==> src/rtl/dot_pkg.sv <==
// Constants and FSM state shared by the dot-matrix frame buffer and the column scanner.
package dot_pkg;

  localparam int DOT_COLS  = 10;
  localparam int DOT_ROWS  = 7;
  localparam int DOT_COL_W = 4;

  localparam logic [DOT_ROWS-1:0] DOT_BLANK = 7'h00;

  typedef enum logic [0:0] {
    FB_IDLE,
    FB_PENDING
  } fb_state_e;

endpackage

==> src/rtl/dot_buf_bank.sv <==
// One COLS x ROWS pixel bank: synchronous write, combinational read, async clear.
module dot_buf_bank #(
  parameter int COLS  = 10,
  parameter int ROWS  = 7,
  parameter int COL_W = 4
) (
  input  logic             clk_i,
  input  logic             rst_i,
  input  logic             we_i,
  input  logic [COL_W-1:0] waddr_i,
  input  logic [ROWS-1:0]  wdata_i,
  input  logic [COL_W-1:0] raddr_i,
  output logic [ROWS-1:0]  rdata_o
);

  logic [COLS-1:0][ROWS-1:0] mem_q;

  always_ff @(posedge clk_i or posedge rst_i) begin
    if (rst_i) begin
      mem_q <= '0;
    end else if (we_i && (waddr_i < COL_W'(COLS))) begin
      mem_q[waddr_i] <= wdata_i;
    end
  end

  // Columns past the panel edge read as blank.
  assign rdata_o = (raddr_i < COL_W'(COLS)) ? mem_q[raddr_i] : '0;

endmodule

==> src/rtl/dot_frame_buf.sv <==
// Double-buffered dot-matrix frame store; bank swap deferred to the scanner frame boundary.
module dot_frame_buf
  import dot_pkg::*;
#(
  parameter int COLS  = DOT_COLS,
  parameter int ROWS  = DOT_ROWS,
  parameter int COL_W = DOT_COL_W
) (
  input  logic             CLK,
  input  logic             RESET,
  input  logic             WR_EN,
  input  logic [COL_W-1:0] WR_COL,
  input  logic [ROWS-1:0]  WR_DATA,
  input  logic             COMMIT,
  input  logic [COL_W-1:0] SCAN_COL,
  input  logic             FRAME_END,
  output logic [ROWS-1:0]  ROW_DATA,
  output logic             PENDING,
  output logic             SWAP_ACK,
  output logic             WR_ERR
);

  fb_state_e state_q, state_d;
  logic      front_sel_q, front_sel_d;
  logic      swap;
  logic      wr_ok;
  logic [ROWS-1:0] row_data_q, row_data_d;
  logic      swap_ack_q, wr_err_q;

  logic [1:0]           bank_we;
  logic [1:0][ROWS-1:0] bank_rd;

  // Writes are frozen while a commit waits, so the committed frame stays intact.
  assign wr_ok = WR_EN && (WR_COL < COL_W'(COLS)) && (state_q == FB_IDLE);

  for (genvar b = 0; b < 2; b++) begin : g_bank
    assign bank_we[b] = wr_ok && (front_sel_q != 1'(b));
    dot_buf_bank #(.COLS(COLS), .ROWS(ROWS), .COL_W(COL_W)) u_bank (
      .clk_i   (CLK),
      .rst_i   (RESET),
      .we_i    (bank_we[b]),
      .waddr_i (WR_COL),
      .wdata_i (WR_DATA),
      .raddr_i (SCAN_COL),
      .rdata_o (bank_rd[b])
    );
  end

  always_comb begin
    state_d = state_q;
    swap    = 1'b0;
    case (state_q)
      FB_IDLE: begin
        if (COMMIT) begin
          if (FRAME_END) swap    = 1'b1;
          else           state_d = FB_PENDING;
        end
      end
      FB_PENDING: begin
        if (FRAME_END) begin
          swap    = 1'b1;
          state_d = FB_IDLE;
        end
      end
      default: state_d = FB_IDLE;
    endcase
  end

  assign front_sel_d = front_sel_q ^ swap;
  // Read uses the pre-swap front; the new front is visible one edge later.
  assign row_data_d  = bank_rd[front_sel_q];

  always_ff @(posedge CLK or posedge RESET) begin
    if (RESET) begin
      state_q     <= FB_IDLE;
      front_sel_q <= 1'b0;
      row_data_q  <= '0;
      swap_ack_q  <= 1'b0;
      wr_err_q    <= 1'b0;
    end else begin
      state_q     <= state_d;
      front_sel_q <= front_sel_d;
      row_data_q  <= row_data_d;
      swap_ack_q  <= swap;
      wr_err_q    <= WR_EN && !wr_ok;
    end
  end

  assign ROW_DATA = row_data_q;
  assign PENDING  = (state_q == FB_PENDING);
  assign SWAP_ACK = swap_ack_q;
  assign WR_ERR   = wr_err_q;

endmodule

==> config.mk <==
export PLATFORM = sky130hd
export DESIGN_NAME = dot_frame_buf
export DESIGN_NICKNAME = d
export VERILOG_FILES = /design/src/rtl/dot_pkg.sv /design/src/rtl/dot_buf_bank.sv /design/src/rtl/dot_frame_buf.sv
export SDC_FILE = /design/constraint.sdc
export NUM_CORES = 1
export LEC_CHECK = 0
export CAP_MARGIN = 25
export CORE_ASPECT_RATIO = 1.4
export CORE_UTILIZATION = 50
export CTS_BUF_LIST = sky130_fd_sc_hd__clkbuf_8
export DETAILED_ROUTE_END_ITERATION = 7
export PLACE_DENSITY = 0.69
export SYNTH_ARGS = -nofsm -noshare
export SYNTH_HDL_FRONTEND = slang
export SYNTH_SLANG_ARGS = --single-unit
==> constraint.sdc <==
create_clock -name CLK -period 10.2 [get_ports CLK]
set_input_delay 1.02 -clock CLK [delete_from_list [all_inputs] [get_ports CLK]]
set_output_delay 1.02 -clock CLK [all_outputs]
set_load 0.02 [all_outputs]
# Word level (Yosys, flattened, before mapping)
# Index checks and enable logic that the tools add are counted.
[word_totals]
regBits = 151
latchBits = 0
ram_bits = 0
romBits = 0
input_bits = 20
output_inout_bits = 10
wordCells = 61
memories = 0
[classes]
n_addsub = 0
mul = 0
div = 0
n_lt_le_gt_ge = 6
eq_ne = 0
n_shift = 0
n_mux = 18
bitwise = 3
reduce_logical = 9
[ops]
columns = ["op", "n"]
rows = [
  ["$bwmux 70", 2],
  ["$bmux 7 s4", 2],
  ["$mux 7", 7],
  ["$demux 7 s4", 1],
  ["$lt 4x5->1 const B", 2],
  ["$logic_and 1x1->1", 8],
  ["$lt 4x4->1 const B", 2],
  ["$ge 4x1->1 const B", 1],
  ["$mux 1", 4],
  ["$pmux 1 s2", 2],
  ["$lt 1x2->1 const B", 1],
  ["$not 1->1", 2],
  ["$logic_not 1->1", 1],
  ["$xor 1x1->1", 1],
]

# Longest topological paths before layout
[logic_depth]
word_depth = 5
depth_mapped = 7
depth_no_buf = 4

# Cells and area by module
# From an unflattened synthesis, not the netlist that was laid out.
[unflattened]
cells_unflattened = 502
area_unflattened_um2 = 7146.9
[by_module_without_submodules]
columns = ["module", "n_inst", "cells_each", "area_per_inst_um2", "seq_area_each_um2"]
rows = [
  ["dot_buf_bank (g_bank[1].u_bank)", 1, 240, 3338.2, 1751.7],
  ["dot_buf_bank (g_bank[0].u_bank)", 1, 233, 3335.7, 1751.7],
  ["dot_frame_buf", 1, 29, 473.0, 275.3],
]

# Worst setup path after synthesis
# OpenSTA, ideal clock, no wires.
[synth_timing]
kind = "input-to-reg"
from = "in WR_EN"
to = "reg g_bank[1].u_bank.mem_q[49] in the netlist's numbering"
setup_time_ps = 125
arrival_time_ps = 2271
t_required_ps = 10075
slack_ps = 7804
stages = 5
path_buffers = 1
path_cell_list = "or3b_4 -> nor3b_4 -> and2b_1 -> buf_6 -> mux2_2"
[synth_between]
elab_chain_len = 4
[synth_rtl]
columns = ["item", "line_no", "text"]
rows = [
  ["from (decl)", "dot_frame_buf.sv:11", "input logic WR_EN,"],
  ["$logic_and 1x1->1 (2 in a row)", "dot_frame_buf.sv:34", "assign wr_ok = WR_EN && (WR_COL < COL_W'(COLS)) && (state_q == FB_IDLE);"],
  ["$logic_and 1x1->1", "dot_frame_buf.sv:37", "assign bank_we[b] = wr_ok && (front_sel_q != 1'(b));"],
  ["$logic_and 1x1->1", "dot_buf_bank.sv:21", "end else if (we_i && (waddr_i < COL_W'(COLS))) begin"],
  ["to (signal, indexed assignment)", "dot_buf_bank.sv:22", "mem_q[waddr_i] <= wdata_i;"],
  ["to (decl)", "dot_buf_bank.sv:16", "logic [COLS-1:0][ROWS-1:0] mem_q;"],
]
# No other way between the ends.
# A chain may end at the register's enable or synchronous reset.

# Worst setup path after layout
[layout_timing]
from = "in SCAN_COL[2]"
to = "reg row_data_q[5] (netlist: ROW_DATA[5])"
[layout_between]
elab_chain_len = 5
elab_cells_between_ends = 9
cone_classes = "1 x order compare; 8 x mux"
[layout_rtl]
columns = ["item", "line_no", "text"]
rows = [
  ["from (decl)", "dot_frame_buf.sv:15", "input logic [COL_W-1:0] SCAN_COL,"],
  ["$bmux 7 s4", "dot_buf_bank.sv:27", "assign rdata_o = (raddr_i < COL_W'(COLS)) ? mem_q[raddr_i] : '0;"],
  ["$mux 7 (implied by the code)", "dot_buf_bank.sv:27", ""],
  ["$mux 7", "dot_buf_bank.sv:27", ""],
  ["$mux 7 (implied by the code) (*) (2 in a row)", "dot_frame_buf.sv:71", "assign row_data_d = bank_rd[front_sel_q];"],
  ["net row_data_d[5]", "dot_frame_buf.sv:27", "logic [ROWS-1:0] row_data_q, row_data_d;"],
  ["to (signal assigned)", "dot_frame_buf.sv:83", "row_data_q <= row_data_d;"],
  ["to (decl)", "dot_frame_buf.sv:27", ""],
]
# Mark *: on every way through the listed nets, which the timed path passes. The rest lies on a longest branch. The select of a mux whose other input is x is not followed.

==> impl_metrics.ini <==
[run_status]
outcome = finished, final reports clean

[setup_path]
crit_required_ns = 10.59
worst_setup_path_end_kind = flip-flop
max_stage_delay_ns = 1.19
crit_fanout = 26
crit_path_start_kind = primary input
path_class = primary input to flip-flop
arrival_ns = 3.34
slowest_stage = clkdlybuf4s50_1
cp_top_family = buffers and inverters
path_buf_inv = 1
path_cells = clkdlybuf4s50_1, nor2_1, a2111oi_0, o21a_1

[floorplanning]
die_h_um = 142
fp.dieArea_um2 = 14400
placementRows = 50
start_util = 0.517
die_x_um = 102
ios = 30
core_um2 = 13500

[global_route]
antenna_found_initial = 0
grt_pass1_wl_mm = 23.9
grt_max_degree = 90
grtUsageTotal = 0.231
grt_overflow = 0
grt_pass1_vias = 4282

[yosys]
synthArstFlopShare = 1.00
synth-seq-cells = 151
netlist_area_um2 = 6980
synthMuxAreaShare = 0.341
ys.flop_type = dfrtp_1
yosysWarnings = 0
ys_types = 39
synth_xor_area_frac = 0.00125
synth_nets = 499
synth-edff-count = 0
synthSimpleGateAreaFrac = 0.0573
synth_compound_area_frac = 0.0346
yosysSeqAreaShare = 0.541
synth_top_family_by_area = multiplexers
synth_fa_ha_area_frac = 0
syn_inst = 479
syn_area_per_cell_um2 = 14.6

[power_and_ir_drop]
p_leak_nw = 3.53
irDropWorstVdd_mv = 0.103
power.density_nw_per_um2 = 233

[timing]
final_max_slew_viol_count = 0
layout_min_cycle_time_ns = 2.95
period_share = 0.289
fin_tns_setup_ns = 0
hold_viol_final = 0
finalClockSkew_ns = 0.0126
relSlewSlack = 0.266
rsz0062_at_grt = no
worst_pin_slew_ns = 1.10
max_freq_ghz = 0.339
finalSetupViolations = 0

[detailed_routing]
final_antenna_net_count = 0
vias = 3975
drt-total-wl_mm = 15.1
drt_pass1_iterations = 5
wire_per_inst_um = 21.9
routed_via_density = 5.75
drtIter0Drc = 152
route.detailed.drc = 0

[place]
place_inst = 659
dp_hpwl_mm = 10.0
port_buffers = 29
routabilityCongestion = 0.771

[cts]
clkLatencyLatePin_ns = 0.46
h-tree-depth = 4
numCtsBuffers = 17
post_cts_buffers = 0
cts_tree = built
cts_sinks = 151
clock_path_buffers = 2
cts.hold.buffers_added = 0
cts_root_buffer = clkbuf_8
ctsResizeCount = 0
path_clk_slew_ns = 0.08

[layout]
final-instance-count-excl-fill = 691
area_growth_pct = 11.2
nNetsFinal = 516
diodes = 0
drive_gt1_frac = 0.444
fillers = 1119

[hold_path]
hp-class = flip-flop to flip-flop

[job]
cap_violations = 0
-- stage by stage --
| stage | setup slack (ns) | utilization | hold slack [ns] | cell area (um2) | total power, mW |
|---|---|---|---|---|---|
| 3_5_place_dp | 6.85 | 0.544 | 0.488 | 7360 | 1.36 |
| 6_report | 7.25 | 0.574 | 0.504 | 7760 | 1.81 |
| 4_1_cts | 7.28 | 0.574 | 0.508 | 7760 | 1.82 |
| 5_1_grt | 7.09 | 0.574 | 0.515 | 7760 | 1.90 |
| 3_3_place_gp | 6.83 | 0.544 | 0.481 | 7360 | 1.33 |
| 2_1_floorplan | 5.12 | - | 0.471 | 6980 | 1.22 |
-- synthesized netlist by cell type, drive strengths merged (2+ instances only) --
library cell  count  area [um2]
nor3b             4        51.3
a31oi             6        37.5
mux2i            22         220
nor2b             9        56.3
buf              13        87.6
clkbuf           21        78.8
o21a              5        37.5
or2               2        12.5
dfrtp           151        3780
o211ai            3        22.5
nand2            25         116
nand3b            2        18.8
mux4             23         518
nor2             11        46.3
mux2            146        1640
a211oi            4        30.0
a21oi             8        40.0
nor3              3        26.3
nand2b            4        25.0
o221ai            3        26.3
nand3             2        20.0
o22ai             4        25.0
-- state kept, by name (all words and copies together), names as in the netlist --
name and cells:
PENDING 1, ROW_DATA 7, SWAP_ACK 1, WR_ERR 1
front_sel_q 1, g_bank.u_bank.mem_q 140
-- layout by cell type (no fill, tap or decap), types with 8 or more instances in the layout --
master / instances
nor2_1: 9
nand2_1: 16
nor2b_1: 9
clkbuf_8: 19
a21oi_1: 8
mux4_2: 23
dfrtp_1: 151
mux2_2: 146
nand2_2: 9
clkdlybuf4s50_1: 28
mux2i_1: 22
-- power by group --
group	internal (mW)	switching [mW]	leakage [nW]	total [mW]
clock network	0.233	0.232	0.201	0.466
registers	0.799	0.106	1.97	0.904
logic	0.261	0.174	1.36	0.436
total	1.29	0.512	3.53	1.81
-- cell type report --
| type | count | area, um2 | area share |
|---|---|---|---|
| repair buffers | 32 | 308 | 0.0397 |
| flip-flops and latches | 151 | 3780 | 0.487 |
| inverters | 1 | 8.76 | 0.00113 |
| clock inverters | 13 | 144 | 0.0185 |
| well taps | 182 | 228 | 0.0293 |
| clock buffers | 19 | 262 | 0.0337 |
| multi-input cells | 293 | 3030 | 0.391 |
-- path summary, 6_finish.rpt --
kind	from	end	slack [ns]	depth (start not counted)
worst max-delay path	SCAN_COL[2]	ROW_DATA[5]$_DFF_PP0_	7.25	4
worst min-delay path	g_bank[0].u_bank.mem_q[11]$_DFFE_PP0P_	g_bank[0].u_bank.mem_q[11]$_DFFE_PP0P_	0.50	1
worst max register to register	front_sel_q$_DFF_PP0_	g_bank[0].u_bank.mem_q[42]$_DFFE_PP0P_	7.91	4
worst min register to register	g_bank[0].u_bank.mem_q[11]$_DFFE_PP0P_	g_bank[0].u_bank.mem_q[11]$_DFFE_PP0P_	0.50	1
max in group asynchronous	RESET	g_bank[0].u_bank.mem_q[33]$_DFFE_PP0P_	7.80	3
min in group asynchronous	RESET	g_bank[1].u_bank.mem_q[64]$_DFFE_PP0P_	1.08	2
-- cells by family after synthesis --
| kind of cell | after synthesis |
|---|---|
| mux | 191 |
| flops | 151 |
| simple gates | 65 |
| compound gates | 36 |
| buf+inv | 35 |
| xor+xnor | 1 |
-- per-layer routing --
metal	track usage	vias to the layer above	wire length, um
li1	-	1789	-
met1	0.275	2076	6210
met2	0.397	82	7950
met3	0.0478	28	432
met4	0.109	0	533
met5	0	-	0
-- worst reg2reg max path, stage by stage (launching register included) --
cell	delay, ns
dfrtp_1	0.69
and3b_1	0.34
nand3b_2	0.16
nor3b_2	0.59
mux2_2	0.42
(Power assumes the default switching activity.)
